File: src/rtl/cpu_pkg.sv
// Shared definitions for the accumulator CPU: ALU codes, ACC source selects,
// controller opcodes and instruction field positions.
package cpu_pkg;

  localparam int OPC_W   = 4;
  localparam int ALU_W   = 4;
  localparam int IMM_LSB = 0;

  typedef enum logic [ALU_W-1:0] {
    ALU_PASS = 4'b0000,
    ALU_ADD  = 4'b0001,
    ALU_SUB  = 4'b0010,
    ALU_NOR  = 4'b0011,
    ALU_SHL  = 4'b1011,
    ALU_SHR  = 4'b1100
  } alu_op_e;

  typedef enum logic [1:0] {
    ACC_ALU  = 2'b00,
    ACC_REG  = 2'b01,
    ACC_IMM  = 2'b10,
    ACC_HOLD = 2'b11
  } acc_sel_e;

  // Opcode map decoded by the controller; the datapath only reports the field.
  localparam logic [OPC_W-1:0] OP_NOP  = 4'h0;
  localparam logic [OPC_W-1:0] OP_ADD  = 4'h1;
  localparam logic [OPC_W-1:0] OP_SUB  = 4'h2;
  localparam logic [OPC_W-1:0] OP_NOR  = 4'h3;
  localparam logic [OPC_W-1:0] OP_LDR  = 4'h4;
  localparam logic [OPC_W-1:0] OP_LDI  = 4'h5;
  localparam logic [OPC_W-1:0] OP_STR  = 4'h6;
  localparam logic [OPC_W-1:0] OP_JMP  = 4'h7;
  localparam logic [OPC_W-1:0] OP_JMPR = 4'h8;
  localparam logic [OPC_W-1:0] OP_JZ   = 4'h9;
  localparam logic [OPC_W-1:0] OP_JC   = 4'hA;
  localparam logic [OPC_W-1:0] OP_SHL  = 4'hB;
  localparam logic [OPC_W-1:0] OP_SHR  = 4'hC;

  // Opcode occupies the top OPC_W bits, directly above the immediate.
  function automatic int opc_lsb(input int data_w);
    return data_w;
  endfunction

  function automatic int opc_msb(input int data_w);
    return data_w + OPC_W - 1;
  endfunction

endpackage

File: src/rtl/cpu_alu.sv
// Combinational ALU for the accumulator datapath.
// CPU_DATAPATH_SHIFT_CARRY_EN: shifts report the bit shifted out as carry.
module cpu_alu
  import cpu_pkg::*;
#(
  parameter int DATA_W = 8
) (
  input  logic [DATA_W-1:0] a_i,
  input  logic [DATA_W-1:0] b_i,
  input  logic [ALU_W-1:0]  sel_i,
  output logic [DATA_W-1:0] res_o,
  output logic              cout_o
);

  always_comb begin
    res_o  = a_i;
    cout_o = 1'b0;
    case (sel_i)
      ALU_ADD: {cout_o, res_o} = {1'b0, a_i} + {1'b0, b_i};
      ALU_SUB: begin
        res_o  = a_i - b_i;
        cout_o = (a_i < b_i);
      end
      ALU_NOR: res_o = ~(a_i | b_i);
      ALU_SHR: begin
        res_o = {1'b0, a_i[DATA_W-1:1]};
`ifdef CPU_DATAPATH_SHIFT_CARRY_EN
        cout_o = a_i[0];
`else
        cout_o = 1'b0;
`endif
      end
      ALU_SHL: begin
        res_o = {a_i[DATA_W-2:0], 1'b0};
`ifdef CPU_DATAPATH_SHIFT_CARRY_EN
        cout_o = a_i[DATA_W-1];
`else
        cout_o = 1'b0;
`endif
      end
      default: ;
    endcase
  end

endmodule

File: src/rtl/cpu_datapath.sv
// Accumulator-machine datapath: PC, IR, ACC, carry, register file and ALU.
// CPU_DATAPATH_SHIFT_CARRY_EN (in cpu_alu) makes shifts update C.
module cpu_datapath
  import cpu_pkg::*;
#(
  parameter int DATA_W = 8,
  parameter int ADDR_W = 8,
  parameter int NREG   = 4
) (
  input  logic                    CLK,
  input  logic                    CLB,
  input  logic [DATA_W+OPC_W-1:0] InstrIn,
  input  logic                    LoadIR,
  input  logic                    IncPC,
  input  logic                    SelPC,
  input  logic                    LoadPC,
  input  logic                    LoadReg,
  input  logic                    LoadAcc,
  input  logic [1:0]              SelAcc,
  input  logic [ALU_W-1:0]        SelALU,
  output logic [OPC_W-1:0]        Opcode,
  output logic                    Z,
  output logic                    C,
  output logic [ADDR_W-1:0]       PCOut,
  output logic [DATA_W-1:0]       AccOut
);

  localparam int IDX_W = (NREG > 1) ? $clog2(NREG) : 1;

  logic [ADDR_W-1:0]       pc_q, pc_d, pc_tgt;
  logic [DATA_W+OPC_W-1:0] ir_q, ir_d;
  logic [DATA_W-1:0]       acc_q, acc_d;
  logic                    c_q, c_d;
  logic [DATA_W-1:0]       reg_q [NREG];

  logic [DATA_W-1:0] imm, rb, pc_src, alu_res;
  logic [IDX_W-1:0]  idx;
  logic              alu_cout;

  assign imm = ir_q[IMM_LSB +: DATA_W];
  assign idx = imm[IDX_W-1:0];
  assign rb  = reg_q[idx];

  cpu_alu #(.DATA_W(DATA_W)) u_alu (
    .a_i    (acc_q),
    .b_i    (rb),
    .sel_i  (SelALU),
    .res_o  (alu_res),
    .cout_o (alu_cout)
  );

  // Jump targets come from DATA_W-wide sources; fit them to the PC width.
  assign pc_src = SelPC ? imm : rb;
  if (ADDR_W > DATA_W) begin : g_pc_zext
    assign pc_tgt = {{(ADDR_W-DATA_W){1'b0}}, pc_src};
  end else begin : g_pc_trunc
    assign pc_tgt = pc_src[ADDR_W-1:0];
  end

  always_comb begin
    pc_d = pc_q;
    if (LoadPC)     pc_d = pc_tgt;
    else if (IncPC) pc_d = pc_q + ADDR_W'(1);
  end

  assign ir_d = LoadIR ? InstrIn : ir_q;

  always_comb begin
    acc_d = acc_q;
    c_d   = c_q;
    if (LoadAcc) begin
      case (SelAcc)
        ACC_ALU: begin
          acc_d = alu_res;
          c_d   = alu_cout;
        end
        ACC_REG: acc_d = rb;
        ACC_IMM: acc_d = imm;
        default: ;
      endcase
    end
  end

  always_ff @(posedge CLK or posedge CLB) begin
    if (CLB) begin
      pc_q  <= '0;
      ir_q  <= '0;
      acc_q <= '0;
      c_q   <= 1'b0;
    end else begin
      pc_q  <= pc_d;
      ir_q  <= ir_d;
      acc_q <= acc_d;
      c_q   <= c_d;
    end
  end

  // Every read above sees pre-edge state, so a same-edge store gets the old ACC.
  always_ff @(posedge CLK or posedge CLB) begin
    if (CLB) begin
      for (int i = 0; i < NREG; i++) reg_q[i] <= '0;
    end else if (LoadReg) begin
      reg_q[idx] <= acc_q;
    end
  end

  assign Opcode = ir_q[opc_msb(DATA_W):opc_lsb(DATA_W)];
  assign Z      = (acc_q == '0);
  assign C      = c_q;
  assign PCOut  = pc_q;
  assign AccOut = acc_q;

endmodule
File: config.mk
export PLATFORM = sky130hd
export DESIGN_NAME = cpu_datapath
export DESIGN_NICKNAME = d
export VERILOG_FILES = /design/src/rtl/cpu_pkg.sv /design/src/rtl/cpu_alu.sv /design/src/rtl/cpu_datapath.sv
export SDC_FILE = /design/constraint.sdc
export NUM_CORES = 1
export LEC_CHECK = 0
export CORE_ASPECT_RATIO = 1.25
export CORE_UTILIZATION = 45
export CTS_CLUSTER_SIZE = 24
export DETAILED_ROUTE_END_ITERATION = 6
export MAX_ROUTING_LAYER = met4
export PLACE_DENSITY = 0.69
export SYNTH_ARGS = -nofsm -noshare
export SYNTH_HDL_FRONTEND = slang
export SYNTH_SLANG_ARGS = --single-unit
File: constraint.sdc
create_clock -name CLK -period 3.2 [get_ports CLK]
set_clock_uncertainty 0.2 [all_clocks]
set_input_delay 0.32 -clock CLK [delete_from_list [all_inputs] [get_ports CLK]]
set_output_delay 0.32 -clock CLK [all_outputs]
set_load 0.02 [all_outputs]
# == Word-level counts from Yosys, hierarchy flattened ==
# Index checks and enable logic that the tools add are counted.
# op_classes
n_addsub,3
n_lt_le_gt_ge,3
eq_ne,8
mux,12
bitwise_logic,3
reduce_logical,7
# op_table
op,n
2-to-1 mux 8 bit,6
case mux 8 bit (5 select lines),1
bitwise mux 32 bit,1
case mux 8 bit (3 select lines),1
binary-select mux 8 bit (select 2 bit),1
demux 8 bit (select 2 bit),1
adder 8 x 8 -> 9 bit,1
"adder 8 x 1 -> 8 bit, second input constant",1
"equality test 4 x 2 -> 1 bit, second input constant",2
"equality test 4 bit, second input constant",2
logical NOT 8 bit,1
< comparator 8 bit,1
NOT 8 bit,1
OR 8 bit,1
subtractor 8 bit,1
"!= test 6 x 1 -> 1 bit, second input constant",1
"equality test 4 x 1 -> 1 bit, second input constant",1
"greater-or-equal comparator 3 bit, second input constant",1
"< comparator 3 x 1 -> 1 bit, second input constant",1
NOT 2 -> 3 bit,1
AND reduction 3 bit,1
nonzero test 3 bit,1
"equality test 2 x 1 -> 1 bit, second input constant",1
"equality test 2 bit, second input constant",1
other kinds (5),5
# totals
regBits,61
inputBits,26
out_inout_bits,22
wordCells,44

# == Depth between registers and ports, before layout ==
# Gate-level depths: netlist of run 1.
# depth
ltp_word,8
mapped_depth,11
mapped_depth_nobuf,9

# == By module ==
# A second synthesis of run 1 with hierarchy kept.
# hier_totals
hier_cells,404
hier_area_um2,4199.0
# by_module_without_submodules
module,n_inst,cells_each,area_per_inst_um2,seq_area_each_um2
cpu_datapath,1,226,2922.8,1526.5
cpu_alu,1,178,1276.2,0.0

# == Worst setup path before layout of run 1 ==
# OpenSTA, ideal clock, no wires.
# synth_timing
kind,reg-to-reg
start,register ir_q[0]
end,"register acc_q[6], in the netlist AccOut[6]"
setup_ns,0.130
arrival_ns,2.989
t_required_ns,2.870
path_slack_ns,-0.119
stages_incl_launch_ff,10
path_buffers,1
period_less_slack_ns,3.319
cell_sequence,dfrtp_1 -> clkbuf_1 -> mux4_2 -> ha_1 -> fa_1 -> or2_0 -> a221oi_1 -> mux2i_1 -> o41ai_1 -> o31ai_2
# synth_via
elab_chain_len,8
word_cells_on_any_way,10
classes_between,add/sub: 2; mux: 5; bitwise: 3
# synth_lines
item,line,source
from (decl),cpu_datapath.sv:31,"logic [DATA_W+OPC_W-1:0] ir_q, ir_d;"
from (signal assigned),cpu_datapath.sv:92,ir_q <= ir_d;
NOT 2 -> 3 bit (implied by the code) *,cpu_datapath.sv:42,assign rb = reg_q[idx];
binary-select mux 8 bit (select 2 bit) *,cpu_datapath.sv:42,
2-to-1 mux 8 bit (implied by the code) * (2 in series),cpu_datapath.sv:42,
branches (longest 3 deep; another with subtractor 8 bit),-,
case mux 8 bit (3 select lines) *,cpu_datapath.sv:72,case (SelAcc)
to (signal assigned),cpu_datapath.sv:88,acc_q <= '0;
to (signal assigned),cpu_datapath.sv:93,acc_q <= acc_d;
to (decl),cpu_datapath.sv:32,"logic [DATA_W-1:0] acc_q, acc_d;"
# Mark *: on every way between the ends. The select of a mux whose other input is x is not followed.
# A chain may end at the register's enable or synchronous reset.

# == Worst setup path in the final report of run 1 ==
# Same ends and word-level chain as after synthesis.

==> flow_metrics.env, run 1 <==
export IMPL_status="completed"
export IMPL_ant_nets=0
export IMPL_slowest_stage="mux4_2"
export IMPL_yosysUniqueCellTypes=61
export IMPL_synth_enable_flop_cells=0
export IMPL_final_max_slew_viol_count=0
export IMPL_cts_hold_buf=0
export IMPL_grt_max_degree=62
export IMPL_async_reset_ff_share_pct=100
export IMPL_synthTopCellsByArea="dfrtp_1 (37%), ha_1 (8.9%), mux2_2 (7.1%), nand2_1 (5.0%), mux4_2 (4.4%)"
export IMPL_rsz0062_at_grt="no"
export IMPL_synth_top_area_cell="dfrtp_1"
export IMPL_timing_slew_headroom_pct=47.2
export IMPL_nets=537
export IMPL_critical_path_top_delay_family="compound AO/OA/AOI/OAI gates"
export IMPL_timing_setup_tns_ns=0
export IMPL_ys_seq_area_share_pct=37.2
export IMPL_p_leak_nw=2.20
export IMPL_dieWidth_um=87.4
export IMPL_cts_buffer_depth=2
export IMPL_drtIter0Drc=193
export IMPL_synth_xor_area_share_pct=1.92
export IMPL_die_area_sq_um=9500
export IMPL_ys_flop_type="dfrtp_1"
export IMPL_hp_start="reg_q[15]$_DFFE_PP0P_"
export IMPL_wl_per_cell_um=18.0
export IMPL_cts_tree="yes"
export IMPL_globalRouteMet1Util_pct=30.5
export IMPL_grt_use_met2_pct=41.6
export IMPL_irDropWorstVdd_v=0.000313
export IMPL_power_density_nw_per_um2=807
export IMPL_hold_class="reg2reg"
export IMPL_synth_commonest_cells="dfrtp_1 (61), nand2_1 (55), ha_1 (29), o21ai_0 (29)"
export IMPL_hpwl_um=8270
export IMPL_cts_buffers=9
export IMPL_rr_worst_depth=9
export IMPL_cpMostUsedCell="buf_4"
export IMPL_vias_per_cell=5.66
export IMPL_grtUsageTotal_pct=25.6
export IMPL_die_y_um=109
export IMPL_gr_total_overflow=0
export IMPL_grt_pass1_vias=3459
export IMPL_worstSetupStartpointType="register"
export IMPL_wirelength_um=10900
export IMPL_final_layout_size_suffix_gt1_share_pct=15.9
export IMPL_syn_area_sq_um=4100
export IMPL_yosys_area_share_simple_pct=14.8
export IMPL_crit_path_end_kind="register"
export IMPL_finalSetupViolations=0
export IMPL_dr_pass1_iters=4
export IMPL_worstMarginPinSlew_ns=0.792
export IMPL_coreArea_sq_um=8750
export IMPL_num_rows=38
export IMPL_syn_area_per_cell_sq_um=9.64
export IMPL_cts_root_buf="clkbuf_8"
export IMPL_clkTransAtPathRegs_ns=0.07
export IMPL_grt_pass1_wl_um=17700
export IMPL_synth_cells=425
export IMPL_min_to="reg_q[15]$_DFFE_PP0P_"
export IMPL_r2r_end="AccOut[6]$_DFFE_PP0P_"
export IMPL_vias=3427
export IMPL_period_needed_ns=3.08
export IMPL_htree_levels=3
export IMPL_cp_required_ns=3.23
export IMPL_finalCritPeriodShare_pct=96.1
export IMPL_ys_warn_count=0
export IMPL_critPathArrivalTime_ns=3.11
export IMPL_cap_violations=0
export IMPL_area_delta_synth_final_pct=20.7
export IMPL_drc_errors=0
export IMPL_start_util_pct=46.9
export IMPL_numPortBuffers=47
export IMPL_synth_fp_nets=482
export IMPL_rrSetupSlack_ns=0.12
export IMPL_synth_top_family_by_area="compound AO/OA/AOI/OAI gates"
export IMPL_use_met3_pct=4.39
export IMPL_busiest_layer="met2"
export IMPL_gp_congestion=0.932
export IMPL_synth_ff_latch_count=61
export IMPL_path_cells="buf_4, mux4_2, fa_1, or2_0, a221oi_1, buf_4, mux2i_1, o41ai_2, o31ai_2"
export IMPL_boundaryPins=48
export IMPL_fmax_ghz=0.325
export IMPL_cts_sinks=61
export IMPL_hold_depth=2
export IMPL_synth_top_area_share_pct=37.2
export IMPL_r2r_start="ir_q[0]$_DFFE_PP0P_"
export IMPL_clk_latency_ns=0.35
export IMPL_finalHoldViolations=0
export IMPL_whs_ns=0.280
export IMPL_fill_cells=816
export IMPL_yosysMostFrequentCell="dfrtp_1"
export IMPL_yosys_area_share_adder_pct=9.83
export IMPL_antenna_found_initial=0
export IMPL_slowest_delay_ns=0.57
export IMPL_crit_path_max_fanout=7
export IMPL_diodes=0
export IMPL_worst_setup_path_type="reg2reg"
export IMPL_cp_num_buf_inv=2
export IMPL_synth_compound_area_share_pct=15.9
export IMPL_synthMuxAreaShare_pct=14.7
==> per-layer routing <==
layer / wire [um] / vias up
li1: - / 1630
met1: 4600 / 1692
met3: 304 / 26
met4: 397 / 0
met2: 5600 / 79
met5: 0 / -
==> kinds of logic (layout without fill, tap and decap cells) <==
group | after synthesis | in the layout
AO/OA/AOI/OAI | 101 | 101
XOR/XNOR | 9 | 9
adder cells (fa/ha/maj) | 31 | 31
buffers and inverters | 53 | 113
flip-flops | 61 | 61
multiplexers | 47 | 47
AND/OR/NAND/NOR | 123 | 123
==> worst max-delay path by stage <==
stage	cells past startpoint	end	start	slack (ns)
2_1_floorplan	9	AccOut[6]$_DFFE_PP0P_	ir_q[0]$_DFFE_PP0P_	0.02
3_3_place_gp	9	AccOut[6]$_DFFE_PP0P_	ir_q[0]$_DFFE_PP0P_	0.06
3_5_place_dp	9	AccOut[6]$_DFFE_PP0P_	ir_q[0]$_DFFE_PP0P_	0.03
4_1_cts	9	AccOut[6]$_DFFE_PP0P_	ir_q[0]$_DFFE_PP0P_	0.04
5_1_grt	9	AccOut[6]$_DFFE_PP0P_	ir_q[0]$_DFFE_PP0P_	0.007
6_report	9	AccOut[6]$_DFFE_PP0P_	ir_q[0]$_DFFE_PP0P_	0.12
==> through the flow <==
step	power [mW]	setup WS (ns)	utilization (%)	area, sq um	cells
3_5_place_dp	3.35	0.0341	54.4	4760	588
6_report	3.99	0.124	56.5	4950	605
3_3_place_gp	3.29	0.0560	54.4	4760	588
5_1_grt	4.28	0.00680	56.5	4950	605
4_1_cts	3.96	0.0367	56.4	4930	604
2_1_floorplan	2.60	0.0192	-	4100	425
==> worst register-to-register path, cell delays in order, from the launching register on <==
cell      delay, ns
dfrtp_1        0.39
buf_4          0.18
mux4_2         0.57
fa_1           0.43
or2_0          0.22
a221oi_1       0.25
buf_4          0.17
mux2i_1        0.08
o41ai_2        0.38
o31ai_2        0.10
==> power by group <==
group	switching [mW]	internal [mW]
sequential	0.188	1.03
combinational	1.18	0.980
clock	0.314	0.300
total	1.68	2.31
==> state kept, by name (all words and copies together), names as in the netlist <==
signal	count
PCOut	8
C	1
ir_q	12
reg_q	32
AccOut	8
==> area by class of cell <==
type / count / area (sq um) / share of cell area (%)
Multi-Input combinational cell: 311 / 2350 / 47.6
Clock inverter: 4 / 23.8 / 0.481
Clock buffer: 12 / 145 / 2.93
Timing Repair Buffer: 71 / 651 / 13.2
Tap cell: 120 / 150 / 3.04
Sequential cell: 61 / 1530 / 30.9
Inverter: 26 / 97.6 / 1.97
==> repair_timing <==
item | in CTS | in global routing
endpoints found under the setup margin | 0 | 4
endpoints found under the hold margin | 0 | 0
buffers inserted | 0 | 1
gates resized for setup | 0 | 2
==> placed cells by master, fill, tap and decap left out, types with 5 or more instances in the layout <==
cell,n
dfrtp_1,61
nand2_1,55
clkdlybuf4s50_1,47
o21ai_0,29
ha_1,29
mux2_2,26
a21oi_1,26
inv_1,25
buf_4,24
nor2_1,18
mux2i_1,13
clkbuf_8,10
nand3_1,9
mux4_2,8
nor2b_1,6
nor3_1,6
o31ai_1,6
xor2_1,5
No activity file was read; power rests on OpenSTA's default activity.
==> inputs of run 2 (changes only) <==
--- a/config.mk
+++ b/config.mk
@@ -10,7 +10,7 @@
 export CTS_CLUSTER_SIZE = 24
 export DETAILED_ROUTE_END_ITERATION = 6
 export MAX_ROUTING_LAYER = met4
-export PLACE_DENSITY = 0.69
+export PLACE_DENSITY = 0.77
 export SYNTH_ARGS = -nofsm -noshare
 export SYNTH_HDL_FRONTEND = slang
 export SYNTH_SLANG_ARGS = --single-unit
==> flow_metrics.env, run 2 (synthesized netlist as in run 1, its figures left out) <==
export IMPL_critPathArrivalTime_ns=3.06
export IMPL_grt_max_degree=59
export IMPL_grt_pass1_wl_um=17500
export IMPL_gr_total_overflow=0
export IMPL_grtUsageTotal_pct=25.2
export IMPL_dr_pass1_iters=7
export IMPL_rr_worst_depth=9
export IMPL_r2r_end="AccOut[6]$_DFFE_PP0P_"
export IMPL_hold_class="reg2reg"
export IMPL_clk_latency_ns=0.35
export IMPL_worstMarginPinSlew_ns=0.709
export IMPL_hp_start="reg_q[9]$_DFFE_PP0P_"
export IMPL_worst_setup_path_type="reg2reg"
export IMPL_die_y_um=109
export IMPL_diodes=0
export IMPL_rsz0062_at_grt="no"
export IMPL_largest_reg_flops=32
export IMPL_wirelength_um=10800
export IMPL_finalCritPeriodShare_pct=94.6
export IMPL_finalHoldViolations=0
export IMPL_pre_cts_ws_ns=-0.0334
export IMPL_clkTransAtPathRegs_ns=0.08
export IMPL_status="completed"
export IMPL_irDropWorstVdd_v=0.000279
export IMPL_antenna_found_initial=0
export IMPL_p_leak_nw=2.19
export IMPL_r2r_start="ir_q[0]$_DFFE_PP0P_"
export IMPL_nets=535
export IMPL_hpwl_um=8130
export IMPL_final_layout_size_suffix_gt1_share_pct=16.1
export IMPL_drtIter0Drc=233
export IMPL_boundaryPins=48
export IMPL_vias=3496
export IMPL_cap_violations=0
export IMPL_fmax_ghz=0.330
export IMPL_cts_sinks=61
export IMPL_power_density_nw_per_um2=805
export IMPL_slowest_stage="mux4_2"
export IMPL_die_area_sq_um=9500
export IMPL_largest_register="reg_q"
export IMPL_timing_setup_tns_ns=0
export IMPL_dieWidth_um=87.4
export IMPL_crit_path_max_fanout=7
export IMPL_crit_path_end_kind="register"
export IMPL_worstSetupStartpointType="register"
export IMPL_timing_final_ws_setup_ns=0.174
export IMPL_numPortBuffers=47
export IMPL_coreArea_sq_um=8750
export IMPL_htree_levels=3
export IMPL_timing_slew_headroom_pct=52.5
export IMPL_hold_depth=2
export IMPL_layout_commonest_cell="dfrtp_1"
export IMPL_slowest_delay_ns=0.57
export IMPL_period_needed_ns=3.03
export IMPL_rrSetupSlack_ns=0.17
export IMPL_drc_errors=0
export IMPL_cts_buffer_depth=2
export IMPL_cts_buffers=9
export IMPL_ant_nets=0
export IMPL_path_cells="buf_6, mux4_2, fa_2, or2_0, a221oi_2, buf_4, mux2i_1, o41ai_2, o31ai_2"
export IMPL_cts_root_buf="clkbuf_8"
export IMPL_finalSetupViolations=0
export IMPL_min_to="reg_q[9]$_DFFE_PP0P_"
export IMPL_mostFrequentLayoutCells="dfrtp_1 (61), nand2_1 (55), clkdlybuf4s50_1 (47)"
export IMPL_grt_pass1_vias=3471
export IMPL_cts_tree="yes"
export IMPL_num_rows=38
export IMPL_area_delta_synth_final_pct=21.1
export IMPL_reg_top3="reg_q x32, ir_q x12"
export IMPL_cp_required_ns=3.24
export IMPL_wl_per_cell_um=17.9
export IMPL_gp_congestion=0.964
export IMPL_vias_per_cell=5.80
export IMPL_final_max_slew_viol_count=0
export IMPL_start_util_pct=46.9
==> run 2: metal layers <==
layer | wire length (um) | GRT usage (%) | vias up
li1 | - | - | 1627
met1 | 4520 | 29.9 | 1728
met2 | 5380 | 40.8 | 106
met3 | 441 | 4.69 | 35
met4 | 448 | 12.8 | 0
met5 | 0 | - | -
==> run 2: report_power, final <==
group	switching, mW	internal [mW]	leakage (nW)
Sequential	0.210	1.03	0.754
Clock	0.342	0.284	0.0909
Combinational	1.17	0.969	1.35
==> run 2: worst max path at each step <==
| stage | start | to | slack [ns] | depth (start not counted) |
|---|---|---|---|---|
| CTS | ir_q[0]$_DFFE_PP0P_ | AccOut[6]$_DFFE_PP0P_ | 0.02 | 9 |
| global route | ir_q[0]$_DFFE_PP0P_ | AccOut[6]$_DFFE_PP0P_ | 0.005 | 9 |
| floorplan | ir_q[0]$_DFFE_PP0P_ | AccOut[6]$_DFFE_PP0P_ | 0.02 | 9 |
| finish | ir_q[0]$_DFFE_PP0P_ | AccOut[6]$_DFFE_PP0P_ | 0.17 | 9 |
| global placement | ir_q[0]$_DFFE_PP0P_ | AccOut[6]$_DFFE_PP0P_ | 0.04 | 9 |
| detailed placement | ir_q[0]$_DFFE_PP0P_ | AccOut[6]$_DFFE_PP0P_ | -0.03 | 9 |
==> run 2: final cells by class <==
cell class / instances / area (sq um)
clock buffers: 9 / 124
multi-input cells: 311 / 2360
fillers: 798 / 3780
repair buffers: 69 / 654
flip-flops and latches: 61 / 1530
well taps: 120 / 150
clock inverters: 7 / 51.3
inverters: 26 / 97.6
==> run 2: stage by stage <==
stage | instances | cell area, sq um | hold slack [ns] | utilization [%] | total power [mW]
floorplan | 425 | 4100 | 0.245 | - | 2.60
global placement | 585 | 4750 | 0.258 | 54.3 | 3.25
detailed placement | 585 | 4750 | 0.267 | 54.3 | 3.31
CTS | 602 | 4940 | 0.282 | 56.5 | 3.94
global route | 603 | 4960 | 0.320 | 56.8 | 4.28
finish | 603 | 4960 | 0.281 | 56.8 | 4.00
==> run 2: worst max-delay path, delay by kind of cell, from the launching register on <==
kind,cells,cell delay [ns]
and+or+nand+nor,1,0.23
DFF,1,0.40
AOI/OAI and AO/OA,3,0.74
buffers and inverters,2,0.31
adders and majority gates,1,0.39
muxes,2,0.64
==> run 2: what timing repair did <==
action	CTS	global route
hold buffers	1	0
hold endpoints to repair	3	0
buffers inserted	0	1
pin swaps	0	2
resized for setup	1	4
endpoints found under the setup margin	1	4
==> inputs of run 3 (changes only) <==
--- a/config.mk
+++ b/config.mk
@@ -11,6 +11,8 @@
 export DETAILED_ROUTE_END_ITERATION = 6
 export MAX_ROUTING_LAYER = met4
 export PLACE_DENSITY = 0.77
+export REMOVE_ABC_BUFFERS = 1
+export SLEW_MARGIN = 40
 export SYNTH_ARGS = -nofsm -noshare
 export SYNTH_HDL_FRONTEND = slang
 export SYNTH_SLANG_ARGS = --single-unit
==> flow_metrics.env, run 3 (synthesized netlist as in run 1, its figures left out) <==
export IMPL_dp_cells=587
export IMPL_period_needed_ns=3.06
export IMPL_cts_tree="yes"
export IMPL_timing_slew_headroom_pct=55.3
export IMPL_vias_per_cell=5.79
export IMPL_die_y_um=109
export IMPL_wl_per_cell_um=17.8
export IMPL_nets=536
export IMPL_largest_register="reg_q"
export IMPL_grt_max_degree=37
export IMPL_dieWidth_um=87.4
export IMPL_cap_violations=0
export IMPL_numPortBuffers=47
export IMPL_rrSetupSlack_ns=0.14
export IMPL_final_max_slew_viol_count=0
export IMPL_cts_buffers=9
export IMPL_worstMarginPinSlew_ns=0.668
export IMPL_cts_sinks=61
export IMPL_status="completed"
export IMPL_gp_congestion=0.909
export IMPL_clkTransAtPathRegs_ns=0.07
export IMPL_largest_reg_flops=32
export IMPL_final_layout_size_suffix_gt1_share_pct=15.9
export IMPL_drtIter0Drc=172
export IMPL_fmax_ghz=0.327
export IMPL_wirelength_um=10700
export IMPL_num_rows=38
export IMPL_rsz0062_at_grt="no"
export IMPL_boundaryPins=48
export IMPL_critPathArrivalTime_ns=3.08
export IMPL_grt_pass1_wl_um=17600
export IMPL_worstSetupStartpointType="register"
export IMPL_cts_hold_buf=0
export IMPL_p_leak_nw=2.21
export IMPL_dr_pass1_iters=5
export IMPL_utilization_pct=56.8
export IMPL_start_util_pct=46.9
export IMPL_reg_top3="reg_q x32, ir_q x12"
export IMPL_coreArea_sq_um=8750
export IMPL_diodes=0
export IMPL_htree_levels=3
export IMPL_hpwl_um=8260
export IMPL_area_delta_synth_final_pct=21.2
export IMPL_cts_root_buf="clkbuf_8"
export IMPL_fin_cells=604
export IMPL_finalSetupViolations=0
export IMPL_cts_buffer_depth=2
export IMPL_mostFrequentLayoutCells="dfrtp_1 (61), nand2_1 (55), clkdlybuf4s50_1 (47)"
export IMPL_finalCritPeriodShare_pct=95.6
export IMPL_layout_commonest_cell="dfrtp_1"
export IMPL_grt_pass1_vias=3510
export IMPL_worst_setup_path_type="reg2reg"
export IMPL_irDropWorstVdd_v=0.000330
export IMPL_hold_class="in2async"
export IMPL_antenna_found_initial=0
export IMPL_power_density_nw_per_um2=805
export IMPL_crit_path_end_kind="register"
export IMPL_ant_nets=0
export IMPL_cp_required_ns=3.22
export IMPL_crit_path_max_fanout=3
export IMPL_die_area_sq_um=9500
export IMPL_drc_errors=0
export IMPL_clk_latency_ns=0.34
export IMPL_finalHoldViolations=0
export IMPL_vias=3500
export IMPL_gr_total_overflow=0
export IMPL_grtUsageTotal_pct=25.3
## run 3: cell count changes in the layout (fill, tap and decap cells not counted), sizes merged
cell | before | now
dlygate4sd3 | 1 | 0
inv | 27 | 26
clkbuf | 9 | 13
clkinv | 5 | 3
buf | 21 | 23
clkinvlp | 1 | 0
## run 3: per-layer routing
metal	up-vias	part of all wire [%]	track usage, %
met1	1717	42	29.9
li1	1634	-	-
met5	-	0	-
met4	0	4.4	14.6
met3	41	3.7	4.01
met2	108	50	40.8
## run 3: critical path, stage by stage, from the launching register on
cell,delay (ns)
dfrtp_1,0.39
mux4_2,0.54
ha_1,0.23
fa_1,0.40
or2_0,0.22
a221oi_1,0.26
buf_4,0.17
mux2i_1,0.09
o41ai_2,0.35
o31ai_2,0.10
## run 3: layout make-up
cell class | instances | area (sq um)
multi-input cells | 311 | 2350
fillers | 780 | 3780
clock inverters | 3 | 18.8
flip-flops and latches | 61 | 1530
repair buffers | 70 | 656
clock buffers | 13 | 169
inverters | 26 | 97.6
well taps | 120 | 150
## run 3: worst paths after layout
path                                        from                     to  cells past startpoint
max                          ir_q[0]$_DFFE_PP0P_  AccOut[6]$_DFFE_PP0P_                      9
min                                          CLB    ir_q[6]$_DFFE_PP0P_                      2
max reg2reg                  ir_q[0]$_DFFE_PP0P_  AccOut[6]$_DFFE_PP0P_                      9
min reg2reg                reg_q[15]$_DFFE_PP0P_  reg_q[15]$_DFFE_PP0P_                      2
max in group asynchronous                    CLB  reg_q[17]$_DFFE_PP0P_                      3
min in group CLK           reg_q[15]$_DFFE_PP0P_  reg_q[15]$_DFFE_PP0P_                      2
## run 3: metrics by stage
stage	setup TNS (ns)	power (mW)	area (sq um)	worst slack, ns	hold slack (ns)
after floorplan	-0.236	2.57	3970	-0.226	0.205
after global placement	0	3.27	4770	0.107	0.258
after detailed placement	0	3.34	4770	0.0770	0.267
after CTS	0	3.99	4950	0.0663	0.163
after global routing	0	4.30	4970	0.00813	0.202
final	0	4.00	4970	0.141	0.159
## run 3: power by group
group	switching (mW)	leakage (nW)	total, mW	internal [mW]
clock network	0.299	0.0994	0.643	0.344
logic	1.16	1.35	2.13	0.972
registers	0.194	0.754	1.22	1.03
## run 3: timing repair
action,4_1_cts,5_1_grt
resized for setup,0,1
endpoints found under the setup margin,0,1
setup buffers,0,1
